[src/rtl/io_page_bridge.sv]
// Splits the core data port between the data RAM and a one-hot IO page of NUM_SLOTS peripherals.
// Define IO_TIMEOUT_EN to bound peripheral wait states and enable the sticky bus_err flag.
module io_page_bridge #(
    parameter int ADDR_WIDTH     = 13,
    parameter int NUM_SLOTS      = 4,
    parameter int SLOT_LSB       = 0,
    parameter int TIMEOUT_CYCLES = 255
) (
    input  logic                      clk,
    input  logic                      rst,
    input  logic [ADDR_WIDTH:0]       mem_addr,
    input  logic [31:0]               mem_wdata,
    input  logic                      mem_rstrb,
    input  logic                      mem_wstrb,
    output logic [31:0]               mem_rdata,
    output logic                      mem_rbusy,
    output logic                      mem_wbusy,
    input  logic [31:0]               ram_rdata,
    output logic                      ram_we,
    output logic [NUM_SLOTS-1:0]      per_sel,
    output logic [NUM_SLOTS-1:0]      per_rstrb,
    output logic [NUM_SLOTS-1:0]      per_wstrb,
    output logic [31:0]               per_wdata,
    input  logic [32*NUM_SLOTS-1:0]   per_rdata,
    input  logic [NUM_SLOTS-1:0]      per_busy,
    output logic                      bus_err
);

    typedef enum logic [1:0] {IDLE, RD_WAIT, WR_WAIT} state_t;

    state_t                 state, state_nx;
    logic                   is_io, dec_ok, slot_busy, tmo, io_bad;
    logic [NUM_SLOTS-1:0]   sel_vec, slot_q;
    logic [31:0]            io_rdata, slot_rdata;
    logic                   rd_is_io_q;

    assign is_io     = mem_addr[ADDR_WIDTH];
    assign sel_vec   = mem_addr[SLOT_LSB +: NUM_SLOTS];
    assign dec_ok    = is_io && $onehot(sel_vec);
    assign per_sel   = dec_ok ? sel_vec : '0;
    assign per_wdata = mem_wdata;
    assign ram_we    = mem_wstrb & ~is_io;
    assign mem_rdata = rd_is_io_q ? io_rdata : ram_rdata;
    assign io_bad    = (state == IDLE) && (mem_rstrb || mem_wstrb) && is_io && !dec_ok;

    // slot_q is one-hot, so busy and read data reduce to AND/OR over the slots
    always_comb begin
        slot_busy  = |(per_busy & slot_q);
        slot_rdata = '0;
        for (int k = 0; k < NUM_SLOTS; k++) begin
            if (slot_q[k]) slot_rdata = slot_rdata | per_rdata[32*k +: 32];
        end
    end

`ifdef IO_TIMEOUT_EN
    localparam logic [7:0] TMO_LAST = 8'(TIMEOUT_CYCLES - 1);
    logic [7:0] wait_cnt;
    logic       bus_err_q;

    assign tmo     = (state != IDLE) && slot_busy && (wait_cnt == TMO_LAST);
    assign bus_err = bus_err_q;

    always_ff @(posedge clk or negedge rst) begin
        if (!rst) begin
            wait_cnt  <= '0;
            bus_err_q <= 1'b0;
        end else begin
            if (state == IDLE) wait_cnt <= '0;
            else               wait_cnt <= wait_cnt + 8'd1;
            if (io_bad || tmo) bus_err_q <= 1'b1;
        end
    end
`else
    assign tmo     = 1'b0;
    assign bus_err = 1'b0;
`endif

    always_comb begin
        state_nx  = state;
        per_rstrb = '0;
        per_wstrb = '0;
        mem_rbusy = 1'b0;
        mem_wbusy = 1'b0;
        case (state)
            IDLE: begin
                // a simultaneous read is dropped in favour of the write
                if (mem_wstrb && dec_ok) begin
                    per_wstrb = sel_vec;
                    state_nx  = WR_WAIT;
                end else if (mem_rstrb && dec_ok) begin
                    per_rstrb = sel_vec;
                    state_nx  = RD_WAIT;
                end
            end
            RD_WAIT: begin
                mem_rbusy = 1'b1;
                if (!slot_busy || tmo) state_nx = IDLE;
            end
            WR_WAIT: begin
                mem_wbusy = 1'b1;
                if (!slot_busy || tmo) state_nx = IDLE;
            end
            default: state_nx = IDLE;
        endcase
    end

    always_ff @(posedge clk or negedge rst) begin
        if (!rst) begin
            state      <= IDLE;
            slot_q     <= '0;
            rd_is_io_q <= 1'b0;
            io_rdata   <= '0;
        end else begin
            state <= state_nx;
            if (state == IDLE && (mem_rstrb || mem_wstrb) && dec_ok) slot_q <= sel_vec;
            if (state == IDLE && mem_rstrb) begin
                rd_is_io_q <= is_io;
                // an undecodable IO read returns zero
                if (is_io && !dec_ok) io_rdata <= '0;
            end
            if (state == RD_WAIT) begin
                if (tmo)             io_rdata <= 32'hDEADBEEF;
                else if (!slot_busy) io_rdata <= slot_rdata;
            end
        end
    end

endmodule

[config.mk]
export PLATFORM = sky130hd
export DESIGN_NAME = io_page_bridge
export DESIGN_NICKNAME = d
export VERILOG_FILES = /design/src/rtl/io_page_bridge.sv
export SDC_FILE = /design/constraint.sdc
export NUM_CORES = 1
export LEC_CHECK = 0
export ABC_AREA = 1
export CAP_MARGIN = 20
export CORE_AREA = 2 2 115 117
export CTS_BUF_LIST = sky130_fd_sc_hd__clkbuf_16
export DETAILED_ROUTE_END_ITERATION = 10
export DIE_AREA = 0 0 117 119
export GPL_TIMING_DRIVEN = 0
export PLACE_DENSITY = 0.69
export SLEW_MARGIN = 10
export SYNTH_ARGS = -nofsm -noshare
export SYNTH_HDL_FRONTEND = slang
export SYNTH_SLANG_ARGS = --single-unit
[constraint.sdc]
create_clock -name clk -period 6.35 [get_ports clk]
set_input_delay 1.5875 -clock clk [delete_from_list [all_inputs] [get_ports clk]]
set_output_delay 1.5875 -clock clk [all_outputs]
set_load 0.01 [all_outputs]
==> impl_metrics.yaml <==
cells_and_area:
  areaGrowthSynthToFinish_pct: 86.9
  register_area_um2: 976
  multi_input_area_um2: 1830
  fill_cells: 1334
  layout.cells.non_filler: 932
  drive_gt1_frac: 0.138
  final_nets: 975
  diodes: 0
  final_core_util: 0.484
sta:
  fmax_ghz: 0.164
  final.setup.worst_slack_ps: 252
  rsz0062_at_grt: "no"
  skew_ps: 3.41
  period_share: 0.960
  slew_headroom: 0.553
  setup_violations: 0
  slew_viol_final: 0
  hold_viol: 0
  layout_min_cycle_time_ps: 6100
  finalSetupTns_ps: 0
  tightest_slew_ps: 671
clock_network:
  post_cts_buffers: 0
  htree_levels: 2
  cts_tree: "built"
  numCtsBuffers: 5
  cts_root_buf: "clkbuf_16"
  clock_path_buffers: 2
  clk_pin_slew_ps: 50
  insertion_delay_ps: 280
  cts_sinks: 39
grt:
  antenna_found_initial: 0
  grt_pass1_vias: 3958
  overflow: 0
  grt_use_total: 0.193
  grt_first_pass_wirelength_mm: 20.7
  grt_start_max_net_pins: 22
power:
  p_leak_nw: 2.84
  irDropWorstVdd_uv: 143
  swShare: 0.445
  p_switching_w: 0.000815
  cellPowerDensity_nw_per_um2: 294
  p_int_w: 0.00102
  pwr-share-comb: 0.660
  p_clk_frac: 0.131
  power.sequential.fraction: 0.209
worst_setup_path:
  end_kind: "output port"
  critical_path.cell_chain: "clkdlybuf4s50_1 > inv_1 > fa_1 > inv_1 > ha_1 > ha_1 > nor2_2 > nand3_2 > nor2_2 > inv_1 > nor3_1 > clkdlybuf4s50_1"
  ff2ff_path_depth: 6
  crit_fanout: 6
  cp.required_ps: 4760
  reg2reg_from: "state[0]$_DFFE_PN0P_"
  cp-endpoint: "per_rstrb[3]"
  cp_common_cell: "inv_1"
  crit_start: "mem_addr[0]"
  path_class: "input port to output port"
  cp_slowest_cell: "clkdlybuf4s50_1"
  cp.arrival_ps: 4510
  r2r_setup_slack_ps: 4690
  regToRegEndpoint: "io_rdata[14]$_DFF_PN0_"
  slowest_delay_ps: 570
  critPathLaunchType: "input port"
yosys:
  synth_cells: 496
  synth_fp_nets: 716
  yosysSeqAreaShare: 0.293
  synth_area_leaders: "dfrtp_1 29%, nand2_1 23%, nand3_1 8.3%"
  synth_top_cell_area_share: 0.293
  syn_area_per_cell_um2: 6.72
  synth_cell_type_count: 25
  yosysTopAreaCell: "dfrtp_1"
  synth-seq-cells: 39
  syn_area_um2: 3330
  ys_warn_count: 0
route:
  drtPass1Iterations: 4
  routed_wl_mm: 13.7
  wl_per_cell_um: 14.7
  num_vias: 4063
  vias_per_cell: 4.36
  drt_iter0_drc: 168
  ant_nets: 0
  drcViolationCount: 0
placement:
  globalplace.congestion: 0.844
  dpl.cell_count: 924
  pre_cts_ws_ps: 235
  dp_hpwl_mm: 11.0
  io_buffers: 251
floorplan:
  dieArea_um2: 13900
  initial_core_util: 0.259
  core_um2: 12900
  die_w_um: 117
  die_h_um: 119
  rows: 42
  io_pins: 294
worst_hold_path:
  hp-class: "flip-flop to flip-flop"
status:
  outcome: "finished, final reports clean"
flow_run:
  drv_cap: 0
## power by group through the flow
stage / sequential [W] / clock (W) / combinational (W)
2_1_floorplan: 0.000377 / 0 / 0.000698
3_3_place_gp: 0.000384 / 0 / 0.00122
3_5_place_dp: 0.000386 / 0 / 0.00123
4_1_cts: 0.000382 / 0.000245 / 0.00124
5_1_grt: 0.000392 / 0.000257 / 0.00134
6_report: 0.000382 / 0.000240 / 0.00121
## routing by layer
metal  share of wire  GRT usage  vias up
li1                -          -     2091
met1            0.46      0.266     1822
met2            0.48      0.321      139
met3           0.055     0.0280       11
met4           0.011     0.0360        0
met5               0          0        -
## critical path: cells and delay by family
| family | cells | cell delay (ps) |
|---|---|---|
| buffers and inverters | 5 | 1250 |
| adder cells (fa/ha/maj) | 3 | 1010 |
| AND/OR/NAND/NOR | 4 | 650 |
## repair_timing
action / CTS / global route
hold buffers: 0 / 0
endpoints found under the setup margin: 0 / 1
resized for setup: 0 / 1
## kinds of logic after synthesis
| kind of cell | synth area share |
|---|---|
| DFF | 0.293 |
| and+or+nand+nor | 0.399 |
| buffers and inverters | 0.157 |
| other | 0.00113 |
| adders and majority gates | 0.0248 |
| AOI/OAI and AO/OA | 0.125 |
## worst min path at each step
stage                           startpoint                     end  depth (start not counted)
detailed placement  io_rdata[23]$_DFF_PN0_  io_rdata[23]$_DFF_PN0_                          2
global route        io_rdata[20]$_DFF_PN0_  io_rdata[20]$_DFF_PN0_                          2
floorplan           io_rdata[13]$_DFF_PN0_  io_rdata[13]$_DFF_PN0_                          2
global placement     io_rdata[6]$_DFF_PN0_   io_rdata[6]$_DFF_PN0_                          2
finish               io_rdata[6]$_DFF_PN0_   io_rdata[6]$_DFF_PN0_                          2
CTS                 io_rdata[12]$_DFF_PN0_  io_rdata[12]$_DFF_PN0_                          2
## sequential cells by signal (all words and copies together) (netlist names)
name	cells
io_rdata	32
slot_q	4
state	2
rd_is_io_q	1
## cell usage after synthesis
master,count
ha_1,5
nor3_1,4
conb_1,1
nand3_1,55
nand3_2,13
nand2_2,1
a21oi_1,33
nand2_4,4
buf_2,13
o21ai_1,22
buf_6,10
buf_4,34
inv_2,1
dfrtp_1,39
a31o_2,1
nor2_1,10
nand4_2,1
o21ai_2,15
nand2_1,206
nor2_2,1
clkbuf_1,8
fa_1,1
inv_1,15
nand4_1,2
nor2_4,1
## area by class of cell
type | instances | share of cell area
clock inverters | 3 | 0.00201
multi-input cells | 376 | 0.295
flip-flops and latches | 39 | 0.157
clock buffers | 5 | 0.0201
inverters | 16 | 0.00965
repair buffers | 252 | 0.407
well taps | 176 | 0.0354
plain buffers | 65 | 0.0744
## per-stage QoR
stage	cell area [um2]	total power, W	hold WS, ps
2_1_floorplan	3330	0.00107	484
3_3_place_gp	6060	0.00161	498
3_5_place_dp	6090	0.00162	504
4_1_cts	6220	0.00186	517
5_1_grt	6230	0.00199	534
6_report	6230	0.00183	513
## layout by cell type (no fill, tap or decap), types with 8 or more instances in the layout
| cell | instances |
|---|---|
| buf_6 | 10 |
| inv_1 | 17 |
| buf_4 | 34 |
| o21ai_2 | 15 |
| nand2_1 | 206 |
| nand3_1 | 55 |
| nor2_1 | 9 |
| clkbuf_1 | 8 |
| clkdlybuf4s50_1 | 250 |
| buf_2 | 14 |
| a21oi_1 | 33 |
| nand3_2 | 13 |
| dfrtp_1 | 39 |
| o21ai_1 | 22 |
(Power assumes the default switching activity.)
